**config.mk**
```make
export PLATFORM = sky130hd
export DESIGN_NAME = tlm_fifo
export DESIGN_NICKNAME = d
export VERILOG_FILES = /design/src/rtl/tlm_fifo_pkg.sv /design/src/rtl/tlm_fifo_ctrl.sv /design/src/rtl/tlm_fifo.sv
export SDC_FILE = /design/constraint.sdc
export NUM_CORES = 1
export LEC_CHECK = 0
export ABC_CLOCK_PERIOD_IN_PS = 10100
export BUFFER_PORTS_ARGS = -buffer_cell sky130_fd_sc_hd__buf_2
export CAP_MARGIN = 20
export CORE_ASPECT_RATIO = 0.8
export CORE_UTILIZATION = 45
export CTS_CLUSTER_SIZE = 16
export DETAILED_ROUTE_END_ITERATION = 8
export PLACE_DENSITY = 0.82
export SKIP_LAST_GASP = 1
export SLEW_MARGIN = 20
export SYNTH_ARGS = -nofsm -noshare
export SYNTH_HDL_FRONTEND = slang
export SYNTH_SLANG_ARGS = --single-unit
```
**constraint.sdc**
```tcl
create_clock -name clk -period 10.1 [get_ports clk]
set_input_delay 2.02 -clock clk [delete_from_list [all_inputs] [get_ports clk]]
set_output_delay 2.02 -clock clk [all_outputs]
set_load 0.1 [all_outputs]
```
**src/rtl/tlm_fifo_pkg.sv**
```systemverilog
// tlm_fifo_pkg
// Shared constants, types and helpers for the tlm_fifo channel.
// Contents:
//   DEFAULT_WIDTH / DEFAULT_DEPTH : default payload width and entry count
//   data_t                        : signed payload word at the default width
//   occ_op_e                      : occupancy update selected by {put, get}
//   ptrWidth()                    : pointer width for a given depth (min 1)
package tlm_fifo_pkg;

  localparam int DEFAULT_WIDTH = 32;
  localparam int DEFAULT_DEPTH = 1;

  typedef logic signed [DEFAULT_WIDTH-1:0] data_t;

  // Encoding is chosen so that {put_fire, get_fire} casts straight onto it.
  typedef enum logic [1:0] {
    OP_IDLE = 2'b00,
    OP_GET  = 2'b01,
    OP_PUT  = 2'b10,
    OP_BOTH = 2'b11
  } occ_op_e;

  // A one-entry FIFO still needs a 1-bit pointer so the index is never zero-width.
  function automatic int ptrWidth(input int depth);
    return (depth > 1) ? $clog2(depth) : 1;
  endfunction

endpackage

```
**src/rtl/tlm_fifo_ctrl.sv**
```systemverilog
// tlm_fifo_ctrl
// Pointer, occupancy and flag bookkeeping for tlm_fifo.
// Ports:
//   clk, rst_n        : clock, asynchronous active-low reset
//   i_flush           : synchronous clear back to the reset state
//   i_putFire         : a word is enqueued this cycle
//   i_getFire         : the head word is dequeued this cycle
//   o_wrPtr, o_rdPtr  : storage indices for the next write / current head
//   o_used            : number of stored entries
//   o_empty, o_full   : used == 0 / used == DEPTH
module tlm_fifo_ctrl
  import tlm_fifo_pkg::*;
#(
  parameter int DEPTH = DEFAULT_DEPTH,
  parameter int CW    = $clog2(DEPTH + 1),
  parameter int PW    = ptrWidth(DEPTH)
) (
  input  logic          clk,
  input  logic          rst_n,
  input  logic          i_flush,
  input  logic          i_putFire,
  input  logic          i_getFire,
  output logic [PW-1:0] o_wrPtr,
  output logic [PW-1:0] o_rdPtr,
  output logic [CW-1:0] o_used,
  output logic          o_empty,
  output logic          o_full
);

  logic [PW-1:0] r_wrPtr;
  logic [PW-1:0] r_rdPtr;
  logic [CW-1:0] r_used;
  occ_op_e       w_op;

  assign w_op = occ_op_e'({i_putFire, i_getFire});

  // Pointers wrap explicitly at DEPTH-1 so non-power-of-two depths work.
  always_ff @(posedge clk or negedge rst_n) begin
    if (!rst_n) begin
      r_wrPtr <= '0;
      r_rdPtr <= '0;
    end else if (i_flush) begin
      r_wrPtr <= '0;
      r_rdPtr <= '0;
    end else begin
      if (i_putFire)
        r_wrPtr <= (r_wrPtr == PW'(DEPTH - 1)) ? '0 : r_wrPtr + PW'(1);
      if (i_getFire)
        r_rdPtr <= (r_rdPtr == PW'(DEPTH - 1)) ? '0 : r_rdPtr + PW'(1);
    end
  end

  // A simultaneous put and get leaves the count unchanged.
  always_ff @(posedge clk or negedge rst_n) begin
    if (!rst_n) begin
      r_used <= '0;
    end else if (i_flush) begin
      r_used <= '0;
    end else begin
      case (w_op)
        OP_PUT:  r_used <= r_used + CW'(1);
        OP_GET:  r_used <= r_used - CW'(1);
        default: r_used <= r_used;
      endcase
    end
  end

  assign o_wrPtr = r_wrPtr;
  assign o_rdPtr = r_rdPtr;
  assign o_used  = r_used;
  assign o_empty = (r_used == '0);
  assign o_full  = (r_used == CW'(DEPTH));

endmodule

```
**src/rtl/tlm_fifo.sv**
```systemverilog
// tlm_fifo
// Single-clock FIFO channel mapping blocking put/get onto valid/ready.
// Ports:
//   clk, rst_n           : clock, asynchronous active-low reset
//   flush                : synchronous clear, beats put and get
//   put_valid, put_data  : producer offer
//   put_ready            : not full (independent of get_ready)
//   get_valid, get_data  : show-ahead head word, zero while empty
//   get_ready            : consumer takes the head word
//   used                 : occupancy count
//   is_empty, is_full    : occupancy flags
module tlm_fifo
  import tlm_fifo_pkg::*;
#(
  parameter  int WIDTH = DEFAULT_WIDTH,
  parameter  int DEPTH = DEFAULT_DEPTH,
  localparam int CW    = $clog2(DEPTH + 1)
) (
  input  logic             clk,
  input  logic             rst_n,
  input  logic             flush,
  input  logic             put_valid,
  input  logic [WIDTH-1:0] put_data,
  output logic             put_ready,
  output logic             get_valid,
  output logic [WIDTH-1:0] get_data,
  input  logic             get_ready,
  output logic [CW-1:0]    used,
  output logic             is_empty,
  output logic             is_full
);

  localparam int PW = ptrWidth(DEPTH);

  logic [WIDTH-1:0] r_mem [DEPTH];
  logic [PW-1:0]    w_wrPtr;
  logic [PW-1:0]    w_rdPtr;
  logic             w_putFire;
  logic             w_getFire;

  // The ready/valid terms gate the handshakes first, so an X on put_valid or
  // get_ready while that side cannot fire still resolves to no event.
  assign put_ready = !is_full;
  assign get_valid = !is_empty;
  assign w_putFire = put_ready && put_valid;
  assign w_getFire = get_valid && get_ready;

  tlm_fifo_ctrl #(
    .DEPTH (DEPTH),
    .CW    (CW),
    .PW    (PW)
  ) u_ctrl (
    .clk       (clk),
    .rst_n     (rst_n),
    .i_flush   (flush),
    .i_putFire (w_putFire),
    .i_getFire (w_getFire),
    .o_wrPtr   (w_wrPtr),
    .o_rdPtr   (w_rdPtr),
    .o_used    (used),
    .o_empty   (is_empty),
    .o_full    (is_full)
  );

  // Storage is not reset; a word offered during flush is dropped.
  always_ff @(posedge clk) begin
    if (w_putFire && !flush)
      r_mem[w_wrPtr] <= put_data;
  end

  // Show-ahead read straight from the head entry, forced to zero when empty.
  assign get_data = is_empty ? '0 : r_mem[w_rdPtr];

`ifndef SYNTHESIS
  a_noWriteFull: assert property (@(posedge clk) disable iff (!rst_n)
    !(w_putFire && is_full));
  a_noReadEmpty: assert property (@(posedge clk) disable iff (!rst_n)
    !(w_getFire && is_empty));
  a_usedBound: assert property (@(posedge clk) disable iff (!rst_n)
    used <= CW'(DEPTH));
`endif

endmodule

```
==> After elaboration in Yosys (flattened, before gate mapping) <==
Memories as Yosys holds them, arrays and structs flattened.
Index checks and enable logic that the tools add are counted.
{ "word_totals": {"regBits": 1, "out_inout_bits": 37, "elab_cells": 18, "n_memories": 1, "latch_bits": 0, "rom_bits": 0, "mem_bits_rw": 32, "in_bits": 37} }
{ "memory_table": {"columns": ["memory", "depth", "word_bits", "rd", "rd_clocked_by_memory_dff", "wr", "line_no", "rtl"], "rows": [
  ["r_mem", 1, 32, 1, 0, 1, "tlm_fifo.sv:35", "logic [WIDTH-1:0] r_mem [DEPTH];"]
]} }
{ "classes": {"reduce_logical": 6, "bitwise": 1, "n_addsub": 2, "multipliers": 0, "n_mux": 5, "div": 0, "shift": 0, "order_cmp": 0, "eq_ne": 2} }
{ "ops": {"columns": ["cell", "n"], "rows": [
  ["32-bit 2-to-1 mux", 1],
  ["1-bit logical AND", 3],
  ["1-bit 2-to-1 mux", 3],
  ["3-bit nonzero test", 1],
  ["2-bit by 1-bit == test with 1-bit output (second input constant)", 1],
  ["2-bit == test (second input constant)", 1],
  ["1-bit zero test", 2],
  ["1-bit one-hot mux with 2 select lines", 1],
  ["1-bit adder (second input constant)", 1],
  ["1-bit inverter", 1],
  ["1-bit subtractor (second input constant)", 1]
]} }

==> Logic depth before layout (Yosys ltp) <==
{ "logic_depth": {"ltp_word": 5, "depth_mapped": 3, "ltp_nobuf": 2} }

==> By module <==
A second synthesis with hierarchy kept.
{ "unflattened": {"cells_unflattened": 80, "area_unflattened_um2": 1313.8} }
{ "by_module_without_submodules": {"columns": ["mod", "n_inst", "area_each_um2", "cells_each", "seq_area_each_um2"], "rows": [
  ["tlm_fifo", 1, 1232.4, 72, 960.9],
  ["tlm_fifo_ctrl", 1, 81.3, 8, 25.0]
]} }

==> Worst setup path before layout <==
No wires, ideal clock.
{ "synth_timing": {"path_type": "input port to flip-flop", "startpoint": "input flush", "endpoint": "memory r_mem[0][0] in the netlist's numbering (enable)", "t_required_ps": 9632, "arrival_time_ps": 4397, "path_slack_ps": 5235, "setup_ps": 468, "path_stages": 1, "path_buffers": 0, "cell_sequence": "nor3b_1"} }
{ "synth_between": {"elab_chain_len": 4} }
{ "synth_rtl": {"columns": ["element", "line_no", "rtl"], "rows": [
  ["from (decl)", "tlm_fifo.sv:21", "input logic flush,"],
  ["1-bit zero test", "tlm_fifo.sv:67", "if (w_putFire && !flush)"],
  ["1-bit logical AND", "tlm_fifo.sv:67", null],
  ["1-bit 2-to-1 mux", "tlm_fifo.sv:67", null],
  ["1-bit 2-to-1 mux (implied by the code)", "tlm_fifo.sv:68", "r_mem[w_wrPtr] <= put_data;"],
  ["to (decl)", "tlm_fifo.sv:35", null]
]} }
No other way between the ends.

==> Worst setup path in the final report <==
{ "layout_timing": {"startpoint": "register u_ctrl.r_used (netlist: u_ctrl.o_full)", "endpoint": "output get_data[18]"} }
{ "layout_between": {"elab_chain_len": 1} }
{ "layout_rtl": {"columns": ["element", "line_no", "rtl"], "rows": [
  ["from (decl)", "tlm_fifo_ctrl.sv:32", "logic [CW-1:0] r_used;"],
  ["from (signal assigned)", "tlm_fifo_ctrl.sv:61", "OP_PUT: r_used <= r_used + CW'(1);"],
  ["from (signal assigned)", "tlm_fifo_ctrl.sv:62", "OP_GET: r_used <= r_used - CW'(1);"],
  ["from (signal assigned)", "tlm_fifo_ctrl.sv:63", "default: r_used <= r_used;"],
  ["32-bit 2-to-1 mux", "tlm_fifo.sv:72", "assign get_data = is_empty ? '0 : r_mem[w_rdPtr];"],
  ["to (decl)", "tlm_fifo.sv:26", "output logic [WIDTH-1:0] get_data,"]
]} }
No other way between the ends.

==> results.json <==
{
  "run_status": "completed",
  "critical_path.slowest_cell": "dfrtp_1",
  "finish.net_count": 187,
  "crit_required_ns": 8.08,
  "grt_pass1_wl_um": 3380,
  "p_per_area_nw_per_um2": 181,
  "yosysWarnings": 0,
  "post_route_cells_drive_above_1_share_pct": 60.9,
  "slew_limit_fails": 0,
  "floorplan.rows": 16,
  "antenna_diode_instance_count": 0,
  "per_instance_average_area_after_synthesis_um2": 16.8,
  "initial_utilization_pct": 49.6,
  "setup_viol": 0,
  "ir_worst_vdd_mv": 0.0834,
  "finalWirelength_um": 2170,
  "gr_overflow_total": 0,
  "yosys-top-cells-count": "edfxtp_1, and2_1, and2_2",
  "async_reset_ff_share_pct": 3.03,
  "hpwl_dp_um": 1570,
  "worst_setup_path_end_kind": "primary output",
  "tightestPinTransition_ns": 0.801,
  "netlist_area_um2": 1260,
  "synth.top_cell.area_share_pct": 76.2,
  "critical_path.top_delay_family": "flip-flops",
  "slew_headroom_pct": 46.6,
  "drv.max_cap_violation_count": 0,
  "die_height_um": 49.4,
  "hold_start": "u_ctrl.o_full",
  "path_max_fanout": 39,
  "flow.area_growth_from_synthesis_pct": 34.4,
  "hold_class": "reg2reg",
  "net_count_after_synthesis": 112,
  "antenna_found_initial": 0,
  "synth_largest_area_cell": "edfxtp_1",
  "pin_count_of_the_biggest_net_entering_global_routing": 40,
  "synth.most_common_cell": "edfxtp_1",
  "max_stage_delay_ns": 0.88,
  "die-area_um2": 3020,
  "final-hold-violation-count": 0,
  "postRouteAntennaNets": 0,
  "die_w_um": 61.2,
  "first_iter_violations": 18,
  "final_min_period_over_clock_period_pct": 38.7,
  "r2r-start": "u_ctrl.o_full",
  "first_drt_pass_iteration_count": 4,
  "final_core_util_pct": 66.7,
  "htree_levels": 2,
  "worst_clock_skew_ns": 0.00627,
  "synth-edff-count": 32,
  "core-area_um2": 2540,
  "detail_route.wl_per_cell_um": 11.6,
  "cts_tree": "done",
  "worstSkewPairLatency_ns": 0.31,
  "via_count": 796,
  "cts_inserted_buffers": 5,
  "p_leak_nw": 0.777,
  "cts.sinks": 33,
  "cts-root-buf": "clkbuf_4",
  "synth_seq_cells": 33,
  "r2r_setup_slack_ns": 8.39,
  "critical_path_class": "reg2out",
  "finish.cell_count_without_fillers": 187,
  "crit_chain": "and2_2 -> buf_2",
  "synth_seq_area_share_pct": 78.2,
  "r2r_cells": 2,
  "r2r-end": "r_mem[0][28]",
  "fmax_ghz": 0.256,
  "clock_path_buffers": 2,
  "holdBufCountCts": 0,
  "port_buffer_cells": 73,
  "replace_congestion": 0.630,
  "layout_min_cycle_time_ns": 3.91,
  "number_of_global_route_vias_before_repair": 760,
  "dominantRegCellSynth": "edfxtp_1",
  "place_worst_setup_slack_ns": 6.48,
  "cts_post_setup_buffers_inserted": 0,
  "tns_ns": 0,
  "grt_usage_pct": 16.4,
  "cp-start-kind": "flip-flop",
  "post_drt_via_cell_ratio": 4.26,
  "clkSlewWorstSetupHoldPaths_ns": 0.09,
  "yosys.cell_types.count": 10,
  "rsz0062_at_grt": "false",
  "report.power.total_w": 0.000307,
  "worst-path-buf-inv": 1,
  "synthTopCellsByArea": "edfxtp_1, and2_1, and2_2",
  "pin_count": 74,
  "place_inst": 179,
  "timing.final.ws_setup_ns": 6.19,
  "detail_route.drc_violations": 0,
  "arrival_ns": 1.89,
  "postCtsResizedCells": 0,
  "post_synth_inst_count": 75,
  "hold-path-cell-count": 2,
  "hold-path-endpoint": "u_ctrl.o_full"
}
[worst max-delay path by stage]
stage,from,to,slack (ns),depth (start not counted)
after global placement,u_ctrl.o_full,get_data[20],6.52,2
after floorplan,flush,r_mem[0][0],5.24,1
after global routing,u_ctrl.o_full,get_data[15],5.97,2
after CTS,u_ctrl.o_full,get_data[24],6.12,2
final,u_ctrl.o_full,get_data[18],6.19,2
after detailed placement,u_ctrl.o_full,get_data[24],6.48,2
[layer usage]
layer	global-route usage (%)	vias to the layer above	part of all wire, %
met4	11.0	0	2.0
met2	26.6	30	54
met1	17.8	357	40
met5	0	-	0
li1	-	405	-
met3	5.04	4	3.8
[registers in the layout, summed over array words and instances (netlist names)]
register,flops
r_mem,32
u_ctrl.o_full,1
[per-stage QoR]
stage	hold WS [ns]	cell area (um^2)
after floorplan	1.10	1260
after global placement	0.990	1650
after detailed placement	1.01	1650
after CTS	1.02	1700
after global routing	1.12	1700
final	0.989	1700
[tightest hold or removal path, stage by stage (launching register included)]
cell	delay, ns
dfrtp_1	0.69
nor2_1	0.21
a211oi_1	0.05
[layout make-up]
cell class	instances	area (um^2)
sequential	33	986
fill	217	847
timing repair buffer	74	373
multi-input combinational	35	239
clock buffer	8	48.8
tap	36	45.0
inverter	1	3.75
[kinds of logic after synthesis]
kind of cell / count (synthesis) / synth area share (%)
simple gates: 34 / 18.0
flops: 33 / 78.2
buf+inv: 7 / 3.27
compound gates: 1 / 0.595
[cell usage in the layout (no fill, tap or decap)]
master    synthesis  routed
buf_2             0      73
edfxtp_1         32      32
and2_1           20      20
and2_2           12      12
clkbuf_4          0       5
clkbuf_1          0       3
inv_1             1       1
nor3b_2           0       1
nor2_1            1       1
a211oi_1          1       1
buf_4             3       1
dfrtp_1           1       1
[power by group]
part / leakage (nW) / internal, W / switching (W) / total (W)
Clock: 0.0265 / 0.0000277 / 0.0000379 / 0.0000656
Combinational: 0.441 / 0.0000141 / 0.0000675 / 0.0000815
Sequential: 0.310 / 0.000157 / 0.00000317 / 0.000160
Total: 0.777 / 0.000199 / 0.000109 / 0.000307
Power figures use the tool's default switching activity.
